**config.mk**
```make
export PLATFORM = sky130hd
export DESIGN_NAME = can_cfg_sequencer_flat
export DESIGN_NICKNAME = d
export VERILOG_FILES = /design/src/rtl/can_cfg_sequencer_if.sv /design/src/rtl/can_cfg_sequencer.sv /design/src/flat_wrapper.sv
export SDC_FILE = /design/constraint.sdc
export NUM_CORES = 1
export LEC_CHECK = 0
export CAP_MARGIN = 0
export CORE_ASPECT_RATIO = 0.7
export CORE_UTILIZATION = 35
export DETAILED_ROUTE_END_ITERATION = 10
export SYNTH_ARGS = -nofsm -noshare
export SYNTH_HDL_FRONTEND = slang
export SYNTH_SLANG_ARGS = --single-unit
```
**constraint.sdc**
```tcl
create_clock -name clk_i -period 11.5 [get_ports clk_i]
set_input_delay 2.875 -clock clk_i [delete_from_list [all_inputs] [get_ports clk_i]]
set_output_delay 2.875 -clock clk_i [all_outputs]
set_load 0.005 [all_outputs]
```
**src/rtl/can_cfg_sequencer_if.sv**
```systemverilog
`default_nettype none
// ============================================================================
// Module      : can_cfg_sequencer_if
// Description : Command and register/TX-buffer write bus of the CAN config
//               sequencer.
// Revision    : 1.0 - initial release
// ============================================================================
interface can_cfg_sequencer_if;
    logic         cfg_start_i;
    logic [31:0]  btr_i;
    logic [31:0]  btr_fd_i;
    logic [7:0]   mode_i;
    logic [15:0]  bit_cycles_i;
    logic         tx_req_i;
    logic [3:0]   tx_len_i;
    logic [103:0] tx_frame_i;

    logic         cfg_busy_o;
    logic         ready_o;
    logic         tx_busy_o;
    logic         tx_ack_o;
    logic         err_o;
    logic         reg_we_o;
    logic [7:0]   reg_addr_write_o;
    logic [31:0]  reg_data_o;
    logic         tx_we_o;
    logic [3:0]   tx_addr_o;
    logic [7:0]   tx_data_o;

    modport master (
        input  cfg_start_i, btr_i, btr_fd_i, mode_i, bit_cycles_i,
               tx_req_i, tx_len_i, tx_frame_i,
        output cfg_busy_o, ready_o, tx_busy_o, tx_ack_o, err_o,
               reg_we_o, reg_addr_write_o, reg_data_o,
               tx_we_o, tx_addr_o, tx_data_o
    );

    modport slave (
        output cfg_start_i, btr_i, btr_fd_i, mode_i, bit_cycles_i,
               tx_req_i, tx_len_i, tx_frame_i,
        input  cfg_busy_o, ready_o, tx_busy_o, tx_ack_o, err_o,
               reg_we_o, reg_addr_write_o, reg_data_o,
               tx_we_o, tx_addr_o, tx_data_o
    );
endinterface
`default_nettype wire

```
**src/rtl/can_cfg_sequencer.sv**
```systemverilog
`default_nettype none
// ============================================================================
// Module      : can_cfg_sequencer
// Description : Programs mode/bit-timing of a can_top_raw core, waits 11 bit
//               times for bus idle, then loads and launches TX frames.
// Revision    : 1.0 - initial release
// ============================================================================
module can_cfg_sequencer #(
    parameter logic [7:0] MODE_ADDR    = 8'd0,
    parameter logic [7:0] CMD_ADDR     = 8'd1,
    parameter logic [7:0] BTR_ADDR     = 8'd6,
    parameter logic [7:0] BTR_FD_ADDR  = 8'd7,
    parameter int         MAX_TX_BYTES = 13
) (
    input  wire logic           clk_i,
    input  wire logic           rst_i,
    can_cfg_sequencer_if.master bus
);

    localparam logic [3:0] c_IDLE       = 4'd0;
    localparam logic [3:0] c_CFG_RST    = 4'd1;
    localparam logic [3:0] c_CFG_BTR    = 4'd2;
    localparam logic [3:0] c_CFG_BTR_FD = 4'd3;
    localparam logic [3:0] c_CFG_RUN    = 4'd4;
    localparam logic [3:0] c_WAIT_IDLE  = 4'd5;
    localparam logic [3:0] c_READY      = 4'd6;
    localparam logic [3:0] c_TX_LOAD    = 4'd7;
    localparam logic [3:0] c_TX_CMD     = 4'd8;

    localparam int         c_FRAME_BYTES = 13;
    localparam logic [3:0] c_MAX_LEN     = 4'(MAX_TX_BYTES);

    logic [3:0]   state_q, state_d;
    logic [31:0]  btr_q, btr_d;
    logic [31:0]  btr_fd_q, btr_fd_d;
    logic [7:0]   mode_q, mode_d;
    logic [15:0]  bit_cycles_q, bit_cycles_d;
    logic [19:0]  wait_cnt_q, wait_cnt_d;
    logic [103:0] frame_q, frame_d;
    logic [3:0]   len_q, len_d;
    logic [3:0]   idx_q, idx_d;
    logic         err_q, err_d;

    logic         w_in_wait;
    logic         w_wait_done;
    logic         w_ready;
    logic         w_cfg_phase;
    logic         w_len_ok;
    logic         w_cfg_go;
    logic         w_tx_go;
    logic [19:0]  w_wait_load;
    logic [7:0]   w_tx_byte;

    // Last idle-wait cycle already counts as ready, so ready_o rises exactly
    // 11 bit times after the run-mode write and requests are accepted there.
    assign w_in_wait   = (state_q == c_WAIT_IDLE);
    assign w_wait_done = w_in_wait && (wait_cnt_q == 20'd0);
    assign w_ready     = (state_q == c_READY) || w_wait_done;
    assign w_cfg_phase = (state_q == c_CFG_RST) || (state_q == c_CFG_BTR) ||
                         (state_q == c_CFG_BTR_FD) || (state_q == c_CFG_RUN);

    assign w_len_ok = (bus.tx_len_i != 4'd0) && (bus.tx_len_i <= c_MAX_LEN);
    assign w_cfg_go = bus.cfg_start_i && ((state_q == c_IDLE) || w_ready);
    assign w_tx_go  = bus.tx_req_i && w_ready && w_len_ok && !bus.cfg_start_i;

    assign w_wait_load = (bit_cycles_q == 16'd0) ? 20'd0
                       : (({4'd0, bit_cycles_q} * 20'd11) - 20'd1);

    always_comb begin
        w_tx_byte = 8'd0;
        for (int k = 0; k < c_FRAME_BYTES; k++) begin
            if (idx_q == 4'(k)) w_tx_byte = frame_q[8*k +: 8];
        end
    end

    always_comb begin
        state_d      = state_q;
        btr_d        = btr_q;
        btr_fd_d     = btr_fd_q;
        mode_d       = mode_q;
        bit_cycles_d = bit_cycles_q;
        wait_cnt_d   = wait_cnt_q;
        frame_d      = frame_q;
        len_d        = len_q;
        idx_d        = idx_q;
        err_d        = (bus.tx_req_i && !w_tx_go) || (bus.cfg_start_i && !w_cfg_go);

        if (w_cfg_go) begin
            state_d      = c_CFG_RST;
            btr_d        = bus.btr_i;
            btr_fd_d     = bus.btr_fd_i;
            mode_d       = bus.mode_i;
            bit_cycles_d = bus.bit_cycles_i;
        end else if (w_tx_go) begin
            state_d = c_TX_LOAD;
            frame_d = bus.tx_frame_i;
            len_d   = bus.tx_len_i;
            idx_d   = 4'd0;
        end else begin
            case (state_q)
                c_IDLE:       state_d = c_IDLE;
                c_CFG_RST:    state_d = c_CFG_BTR;
                c_CFG_BTR:    state_d = c_CFG_BTR_FD;
                c_CFG_BTR_FD: state_d = c_CFG_RUN;
                c_CFG_RUN: begin
                    state_d    = c_WAIT_IDLE;
                    wait_cnt_d = w_wait_load;
                end
                c_WAIT_IDLE: begin
                    if (wait_cnt_q == 20'd0) state_d = c_READY;
                    else                     wait_cnt_d = wait_cnt_q - 20'd1;
                end
                c_READY:      state_d = c_READY;
                c_TX_LOAD: begin
                    if (idx_q == (len_q - 4'd1)) state_d = c_TX_CMD;
                    else                         idx_d   = idx_q + 4'd1;
                end
                c_TX_CMD:     state_d = c_READY;
                default:      state_d = c_IDLE;
            endcase
        end
    end

    always_ff @(posedge clk_i or posedge rst_i) begin
        if (rst_i) begin
            state_q      <= c_IDLE;
            btr_q        <= 32'd0;
            btr_fd_q     <= 32'd0;
            mode_q       <= 8'd0;
            bit_cycles_q <= 16'd0;
            wait_cnt_q   <= 20'd0;
            frame_q      <= 104'd0;
            len_q        <= 4'd0;
            idx_q        <= 4'd0;
            err_q        <= 1'b0;
        end else begin
            state_q      <= state_d;
            btr_q        <= btr_d;
            btr_fd_q     <= btr_fd_d;
            mode_q       <= mode_d;
            bit_cycles_q <= bit_cycles_d;
            wait_cnt_q   <= wait_cnt_d;
            frame_q      <= frame_d;
            len_q        <= len_d;
            idx_q        <= idx_d;
            err_q        <= err_d;
        end
    end

    // Strobes decode straight from state so an async reset silences them at once.
    always_comb begin
        bus.reg_we_o         = 1'b0;
        bus.reg_addr_write_o = 8'd0;
        bus.reg_data_o       = 32'd0;
        bus.tx_we_o          = 1'b0;
        bus.tx_addr_o        = 4'd0;
        bus.tx_data_o        = 8'd0;
        bus.tx_ack_o         = 1'b0;
        case (state_q)
            c_CFG_RST: begin
                bus.reg_we_o         = 1'b1;
                bus.reg_addr_write_o = MODE_ADDR;
                bus.reg_data_o       = 32'h1;
            end
            c_CFG_BTR: begin
                bus.reg_we_o         = 1'b1;
                bus.reg_addr_write_o = BTR_ADDR;
                bus.reg_data_o       = btr_q;
            end
            c_CFG_BTR_FD: begin
                bus.reg_we_o         = 1'b1;
                bus.reg_addr_write_o = BTR_FD_ADDR;
                bus.reg_data_o       = btr_fd_q;
            end
            c_CFG_RUN: begin
                bus.reg_we_o         = 1'b1;
                bus.reg_addr_write_o = MODE_ADDR;
                bus.reg_data_o       = {24'd0, mode_q & 8'hFE};
            end
            c_TX_LOAD: begin
                bus.tx_we_o   = 1'b1;
                bus.tx_addr_o = idx_q;
                bus.tx_data_o = w_tx_byte;
            end
            c_TX_CMD: begin
                bus.reg_we_o         = 1'b1;
                bus.reg_addr_write_o = CMD_ADDR;
                bus.reg_data_o       = 32'h1;
                bus.tx_ack_o         = 1'b1;
            end
            default: ;
        endcase
    end

    assign bus.ready_o    = w_ready;
    assign bus.cfg_busy_o = w_cfg_phase || (w_in_wait && !w_wait_done);
    assign bus.tx_busy_o  = (state_q == c_TX_LOAD) || (state_q == c_TX_CMD);
    assign bus.err_o      = err_q;

endmodule
`default_nettype wire

```
**src/flat_wrapper.sv**
```systemverilog
// flat-port wrapper written by rule: the top's interface ports become plain ports
module can_cfg_sequencer_flat 
#(
    parameter logic [7:0] MODE_ADDR    = 8'd0,
    parameter logic [7:0] CMD_ADDR     = 8'd1,
    parameter logic [7:0] BTR_ADDR     = 8'd6,
    parameter logic [7:0] BTR_FD_ADDR  = 8'd7,
    parameter int         MAX_TX_BYTES = 13
)
  (clk_i, rst_i, bus_cfg_start_i, bus_btr_i, bus_btr_fd_i, bus_mode_i, bus_bit_cycles_i, bus_tx_req_i, bus_tx_len_i, bus_tx_frame_i, bus_cfg_busy_o, bus_ready_o, bus_tx_busy_o, bus_tx_ack_o, bus_err_o, bus_reg_we_o, bus_reg_addr_write_o, bus_reg_data_o, bus_tx_we_o, bus_tx_addr_o, bus_tx_data_o);
  can_cfg_sequencer_if bus_i ();
  input  wire logic clk_i;
  input  wire logic rst_i;
  input wire logic [$bits(bus_i.cfg_start_i)-1:0] bus_cfg_start_i;
  input wire logic [$bits(bus_i.btr_i)-1:0] bus_btr_i;
  input wire logic [$bits(bus_i.btr_fd_i)-1:0] bus_btr_fd_i;
  input wire logic [$bits(bus_i.mode_i)-1:0] bus_mode_i;
  input wire logic [$bits(bus_i.bit_cycles_i)-1:0] bus_bit_cycles_i;
  input wire logic [$bits(bus_i.tx_req_i)-1:0] bus_tx_req_i;
  input wire logic [$bits(bus_i.tx_len_i)-1:0] bus_tx_len_i;
  input wire logic [$bits(bus_i.tx_frame_i)-1:0] bus_tx_frame_i;
  output wire logic [$bits(bus_i.cfg_busy_o)-1:0] bus_cfg_busy_o;
  output wire logic [$bits(bus_i.ready_o)-1:0] bus_ready_o;
  output wire logic [$bits(bus_i.tx_busy_o)-1:0] bus_tx_busy_o;
  output wire logic [$bits(bus_i.tx_ack_o)-1:0] bus_tx_ack_o;
  output wire logic [$bits(bus_i.err_o)-1:0] bus_err_o;
  output wire logic [$bits(bus_i.reg_we_o)-1:0] bus_reg_we_o;
  output wire logic [$bits(bus_i.reg_addr_write_o)-1:0] bus_reg_addr_write_o;
  output wire logic [$bits(bus_i.reg_data_o)-1:0] bus_reg_data_o;
  output wire logic [$bits(bus_i.tx_we_o)-1:0] bus_tx_we_o;
  output wire logic [$bits(bus_i.tx_addr_o)-1:0] bus_tx_addr_o;
  output wire logic [$bits(bus_i.tx_data_o)-1:0] bus_tx_data_o;
  assign bus_i.cfg_start_i = bus_cfg_start_i;
  assign bus_i.btr_i = bus_btr_i;
  assign bus_i.btr_fd_i = bus_btr_fd_i;
  assign bus_i.mode_i = bus_mode_i;
  assign bus_i.bit_cycles_i = bus_bit_cycles_i;
  assign bus_i.tx_req_i = bus_tx_req_i;
  assign bus_i.tx_len_i = bus_tx_len_i;
  assign bus_i.tx_frame_i = bus_tx_frame_i;
  assign bus_cfg_busy_o = bus_i.cfg_busy_o;
  assign bus_ready_o = bus_i.ready_o;
  assign bus_tx_busy_o = bus_i.tx_busy_o;
  assign bus_tx_ack_o = bus_i.tx_ack_o;
  assign bus_err_o = bus_i.err_o;
  assign bus_reg_we_o = bus_i.reg_we_o;
  assign bus_reg_addr_write_o = bus_i.reg_addr_write_o;
  assign bus_reg_data_o = bus_i.reg_data_o;
  assign bus_tx_we_o = bus_i.tx_we_o;
  assign bus_tx_addr_o = bus_i.tx_addr_o;
  assign bus_tx_data_o = bus_i.tx_data_o;
  can_cfg_sequencer #(.MODE_ADDR(MODE_ADDR), .CMD_ADDR(CMD_ADDR), .BTR_ADDR(BTR_ADDR), .BTR_FD_ADDR(BTR_FD_ADDR), .MAX_TX_BYTES(MAX_TX_BYTES)) u_core (.clk_i(clk_i), .rst_i(rst_i), .bus(bus_i));
endmodule
```
==> results of run 1 <==
where the power goes:
group | internal [W] | switching (W) | leakage [nW]
registers | 0.00119 | 0.000322 | 2.71
logic | 0.00194 | 0.00208 | 4.41
clock network | 0.000542 | 0.000340 | 0.443
cell type report:
cell class / instances / area (µm²)
tap: 480 / 601
clock buffer: 35 / 746
inverter: 103 / 394
multi-input combinational: 770 / 6730
timing repair buffer: 262 / 2600
clock inverter: 11 / 160
sequential: 224 / 5610
fill: 3388 / 19500
per-stage QoR:
step	area, µm²	util (%)
after floorplan	13100	-
after global placement	15900	43.9
after detailed placement	15900	43.9
after CTS	16800	46.4
after global routing	16800	46.4
final	16800	46.4
state kept, by name, indices dropped and copies added (netlist names):
| register | flops |
|---|---|
| u_core.btr_fd_q | 32 |
| u_core.len_q | 4 |
| u_core.idx_q | 4 |
| u_core.mode_q | 7 |
| u_core.bit_cycles_q | 16 |
| u_core.frame_q | 104 |
| u_core.wait_cnt_q | 20 |
| u_core.bus.err_o | 1 |
| u_core.btr_q | 32 |
| u_core.state_q | 4 |
critical path: stages (launching register included):
cell             delay [ns]
dfrtp_1                0.73
nor2b_1                0.83
and2_0                 0.54
a22oi_1                0.21
a31oi_1                0.25
a21oi_1                0.07
o21ai_0                0.22
clkdlybuf4s50_1        0.53
Yosys cell counts (9+ instances only):
| cell type | n |
|---|---|
| dfrtp_1 | 224 |
| inv_1 | 103 |
| mux2_2 | 100 |
| mux2_4 | 86 |
| o21ai_0 | 62 |
| nand2_1 | 56 |
| nor2_1 | 52 |
| a21oi_1 | 46 |
| clkbuf_1 | 42 |
| ha_1 | 39 |
| fa_1 | 28 |
| a22o_1 | 25 |
| nor3_1 | 18 |
| xnor2_1 | 18 |
| a22oi_1 | 15 |
| nand3b_1 | 15 |
| a31oi_1 | 13 |
| nand3_1 | 13 |
| nor2b_1 | 13 |
| mux2_1 | 12 |
| buf_2 | 11 |
| buf_6 | 10 |
| a21o_1 | 9 |
| a222oi_1 | 9 |
| and2_1 | 9 |
| or3_1 | 9 |
cell families (layout without fill, tap and decap cells):
| family | count (synthesis) | in the layout | share of synthesized area [%] |
|---|---|---|---|
| AND/OR/NAND/NOR | 233 | 233 | 9.29 |
| multiplexers | 200 | 200 | 19.7 |
| buffers and inverters | 174 | 411 | 5.86 |
| other | 1 | 5 | 0.0287 |
| XOR/XNOR | 22 | 22 | 1.48 |
| AO/OA/AOI/OAI | 243 | 243 | 12.7 |
| adder cells (fa/ha/maj) | 67 | 67 | 8.03 |
| flip-flops | 224 | 224 | 42.9 |
per-layer routing:
metal | vias up | share of wire, % | global-route usage [%]
met4 | 0 | 2.1 | 4.28
met1 | 4798 | 49 | 27.9
met2 | 306 | 40 | 25.8
li1 | 4571 | - | -
met3 | 41 | 8.6 | 5.85
met5 | - | 0 | 0
worst paths after layout:
kind,startpoint,to,slack (ns),depth (start not counted)
setup / recovery,u_core.idx_q[3]$_DFFE_PP0P_,bus_tx_data_o[3],4.71,7
hold / removal,u_core.frame_q[0]$_DFFE_PP0P_,u_core.frame_q[0]$_DFFE_PP0P_,0.49,1
setup reg to reg,u_core.bit_cycles_q[5]$_DFFE_PP0P_,u_core.wait_cnt_q[17]$_DFFE_PP0P_,7.47,12
hold reg to reg,u_core.frame_q[0]$_DFFE_PP0P_,u_core.frame_q[0]$_DFFE_PP0P_,0.49,1
max in group asynchronous,rst_i,u_core.idx_q[0]$_DFFE_PP0P_,7.21,3
min in group asynchronous,rst_i,u_core.btr_fd_q[12]$_DFFE_PP0P_,2.85,2
==> run_results.csv, run 1 <==
group,metric,value,unit
outcome,status,"finished, final reports clean",
floorplan,ioPinCount,259,
route,drt_pass1_iterations,5,
clock_network,ctsHoldBuffers,0,
timing,drv_slew,0,
floorplan,rows,58,
finish,fin_cells,1885,
worst_setup_path,critPathCaptureType,"output pin",
timing,setup_viol,0,
clock_network,cts_setup_buffers,0,
clock_network,cts_buffers,26,
route,routedWlPerCell,18.9,µm
global_route,overflow,0,
place,numPortBuffers,252,
finish,most-common-layout-cells,"clkdlybuf4s50_1, dfrtp_1, inv_1",
power_and_ir_drop,power,0.00641,W
floorplan,initial_core_util,36.0,%
worst_setup_path,cp.required,8.63,ns
power_and_ir_drop,peakVddDrop,0.000346,V
global_route,grt_usage,18.7,%
finish,nNetsFinal,1654,
timing,finalSetupTns,0,ns
route,viasPerCell,5.15,
synth,synth_cell_types,68,
global_route,antenna_found_initial,0,
timing,layout_setup_ws,4.71,ns
synth,synth-edff-count,0,
finish,area_growth_syn_to_layout,29.0,%
floorplan,die_area,0.0381,mm²
place,pre_cts_slack,5.27,ns
place,post-place-cells,1839,
flow_run,cap_violations,0,
timing,hold_viol,0,
finish,mostFrequentLayoutCell,"clkdlybuf4s50_1",
clock_network,cts.sinks,224,
synth,seq_area_frac_synth,42.9,%
timing,slew_headroom,30.9,%
synth,ys_top_cells_by_area,"dfrtp_1, mux2_4, mux2_2",
route,ant_nets,0,
synth,synth_ff_type,"dfrtp_1",
clock_network,clock_latency,0.54,ns
route,drtIter0Drc,591,
clock_network,clk_pin_slew,0.06,ns
route,route.detailed.drc,0,
synth,yosysTopAreaCellShare,42.9,%
clock_network,h-tree-depth,1,
synth,synthesis.area,0.0131,mm²
timing,worst_pin_slew,1.04,ns
floorplan,coreArea,0.0363,mm²
place,place_hpwl,25200,µm
power_and_ir_drop,p_leak,7.56,nW
finish,layout-drive-gt1-share,18.1,%
synth,syn_area_per_cell,11.2,µm²
hold_path,hold_class,"reg2reg",
clock_network,clockBufferDepth,3,
route,vias,9716,
synth,synth_top_cell_by_area,"dfrtp_1",
clock_network,cts_resized,0,
route,drt_wl_total,35600,µm
synth,synth-seq-cells,224,
worst_setup_path,worstPathArrival,3.91,ns
synth,synthCells,1164,
timing,grt_setup_unrepaired,"false",
power_and_ir_drop,cellPowerDensity,381,mW/mm²
floorplan,dieHeight,164,µm
synth,ys_warn_count,0,
worst_setup_path,cp-start-kind,"flop",
worst_setup_path,worst-setup-path-type,"reg2out",
clock_network,cts_tree,"built",
global_route,grt_pass1_vias,9797,
worst_setup_path,crit_path_max_fanout,18,
timing,finClkSkew,0.0193,ns
global_route,grt_pass1_wl,55500,µm
place,gp_congestion,0.843,
synth,synthArstFlopShare,100,%
timing,fin_crit_sh,59.0,%
clock_network,clockRootBuffer,"clkbuf_16",
timing,worst_hold_slack,0.491,ns
global_route,grt_max_degree,100,
finish,antenna_cells,0,
floorplan,dieWidth,233,µm
timing,fin_crit,6.79,ns
timing,fmax,147,MHz
Note: power is estimated with default switching activity, not from simulation.
==> inputs of run 2 (changes only) <==
==> constraint.sdc (replaced) <==
create_clock -name clk_i -period 6.47 [get_ports clk_i]
set_input_delay 1.6175 -clock clk_i [delete_from_list [all_inputs] [get_ports clk_i]]
set_output_delay 1.6175 -clock clk_i [all_outputs]
set_load 0.005 [all_outputs]
==> run 2 against run 1 <==
Net effect: largest power group unchanged; sequential power up 78%; cell count is 0.11% higher; first-iteration DRC count grew 13%; via count is 0.56% higher; critical path depth increased by 2; flip-flop and latch count did not move; clock skew shrank 0.0082 ns; clock power rose by 72%; highest routed layer unchanged; global-route usage increased by 0.28 points.
==> run_results.csv, run 2 (synthesis gave the netlist of run 1 again) <==
group,metric,value,unit
outcome,status,"finished, final reports clean",
route,route.detailed.drc,0,
finish,fillers,3409,
finish,reg_top3,"u_core.frame_q: 104 flops, u_core.btr_fd_q: 32 flops, u_core.btr_q: 32 flops",
route,ant_nets,0,
timing,fin_crit,5.55,ns
power_and_ir_drop,cellPowerDensity,679,mW/mm²
power_and_ir_drop,peakVddDrop,0.000545,V
floorplan,ioPinCount,259,
clock_network,cts_setup_buffers,0,
global_route,grt_max_degree,136,
clock_network,h-tree-depth,1,
flow_run,cap_violations,0,
clock_network,clk_pin_slew,0.06,ns
timing,slew_headroom,31.4,%
global_route,antenna_found_initial,0,
timing,finalSetupTns,0,ns
timing,worst_pin_slew,1.03,ns
worst_setup_path,r2r_cells,12,
clock_network,cts_tree,"built",
timing,drv_slew,0,
floorplan,initial_core_util,36.0,%
worst_setup_path,cp-start-kind,"flop",
worst_setup_path,rr_endpoint,"u_core.wait_cnt_q[17]$_DFFE_PP0P_",
global_route,overflow,0,
finish,most-common-layout-cells,"clkdlybuf4s50_1, dfrtp_1, inv_1",
timing,fmax,180,MHz
route,routedWlPerCell,19.1,µm
global_route,grt_pass1_wl,56300,µm
floorplan,dieHeight,164,µm
place,dpl_cell_area,0.0160,mm²
floorplan,rows,58,
finish,largest_reg_flops,104,
finish,antenna_cells,0,
clock_network,ctsHoldBuffers,0,
place,place_hpwl,25900,µm
finish,mostFrequentLayoutCell,"clkdlybuf4s50_1",
hold_path,hold_start,"u_core.mode_q[2]$_DFFE_PP0P_",
clock_network,cts.sinks,224,
worst_setup_path,reg2reg_slack,2.36,ns
worst_setup_path,cp.required,4.85,ns
finish,top_register,"u_core.frame_q",
route,drtIter0Drc,669,
place,gp_congestion,0.888,
worst_setup_path,crit_path_max_fanout,20,
hold_path,hold_class,"reg2reg",
worst_setup_path,timing.rr.start,"u_core.bit_cycles_q[5]$_DFFE_PP0P_",
finish,nNetsFinal,1656,
floorplan,die_area,0.0381,mm²
floorplan,coreArea,0.0363,mm²
finish,layout-drive-gt1-share,18.6,%
route,drt_pass1_iterations,5,
clock_network,cts_resized,0,
worst_setup_path,critPathCaptureType,"output pin",
clock_network,clock_latency,0.53,ns
timing,setup_viol,0,
floorplan,dieWidth,233,µm
finish,fin_area,0.0168,mm²
power_and_ir_drop,p_leak,7.56,nW
route,drt_wl_total,36000,µm
route,vias,9770,
timing,finClkSkew,0.0112,ns
worst_setup_path,worstPathArrival,3.93,ns
finish,area_growth_syn_to_layout,28.9,%
hold_path,min_path_cells,1,
global_route,grt_pass1_vias,9923,
place,numPortBuffers,252,
timing,hold_viol,0,
clock_network,clockBufferDepth,3,
global_route,grt_usage,18.9,%
worst_setup_path,worst-setup-path-type,"reg2out",
timing,fin_crit_sh,85.7,%
timing,grt_setup_unrepaired,"false",
route,viasPerCell,5.18,
clock_network,clockRootBuffer,"clkbuf_16",
hold_path,holdPathEnd,"u_core.mode_q[2]$_DFFE_PP0P_",
clock_network,cts_buffers,25,
run 2: changes by cell type in the layout (fill, tap and decap cells not counted):
cell       delta
clkinv_4      +3
clkbuf_8      +2
inv_8         -1
bufinv_16     -1
clkinv_2      +1
buf_4         +2
buf_12        +1
clkbuf_16     -2
inv_6         +1
clkbuf_1      -4
run 2: layer usage:
metal | up-vias | GRT usage, % | wire [µm]
met5 | - | 0 | 0
met4 | 0 | 4.75 | 850
met3 | 51 | 6.16 | 3520
met2 | 352 | 25.8 | 14500
met1 | 4779 | 28.3 | 17100
li1 | 4588 | - | -
run 2: how the worst max path moves through the flow:
| stage | from | end | slack (ns) | cells after the start |
|---|---|---|---|---|
| 2_1_floorplan | rst_i | u_core.bit_cycles_q[0]$_DFFE_PP0P_ | 1.93 | 1 |
| 3_3_place_gp | u_core.idx_q[0]$_DFFE_PP0P_ | bus_tx_data_o[7] | 1.61 | 10 |
| 3_5_place_dp | u_core.idx_q[0]$_DFFE_PP0P_ | bus_tx_data_o[7] | 1.59 | 10 |
| 4_1_cts | u_core.idx_q[0]$_DFFE_PP0P_ | bus_tx_data_o[7] | 1.0 | 10 |
| 5_1_grt | u_core.idx_q[0]$_DFFE_PP0P_ | bus_tx_data_o[0] | 0.72 | 9 |
| 6_report | u_core.idx_q[0]$_DFFE_PP0P_ | bus_tx_data_o[5] | 0.92 | 9 |
run 2: final cells by class:
class	count	area [µm²]	share of cell area (%)
clock buffer	31	708	4.21
clock inverter	14	163	0.967
sequential	224	5610	33.3
tap	480	601	3.57
multi-input combinational	770	6730	40.0
inverter	103	390	2.32
timing repair buffer	265	2630	15.6
run 2: power by group:
group          internal, W  switching, W  total (W)  leakage (nW)
clock network     0.000898      0.000619    0.00152         0.434
logic              0.00346       0.00376    0.00722          4.42
registers          0.00212      0.000572    0.00269          2.71
total              0.00647       0.00496     0.0114          7.56
run 2: stage by stage:
stage          std cells  utilization (%)  worst slack (ns)  total power, W  hold slack [ns]
2_1_floorplan       1168                -              1.93         0.00797            0.463
3_3_place_gp        1842             44.0              1.61         0.00969            0.478
3_5_place_dp        1842             44.0              1.59         0.00984            0.487
4_1_cts             1887             46.4              1.00          0.0115            0.501
5_1_grt             1887             46.4             0.715          0.0124            0.509
6_report            1887             46.4             0.922          0.0114            0.498
run 2: worst max-delay path, stage by stage, from the launching register on:
cell and delay (ns):
dfrtp_1 0.48, inv_1 0.12, ha_1 0.46, o21ai_1 0.59, a21oi_1 0.14, o32ai_1 0.68
a31oi_1 0.17, a21oi_1 0.18, o21ai_0 0.11, clkdlybuf4s50_1 0.46
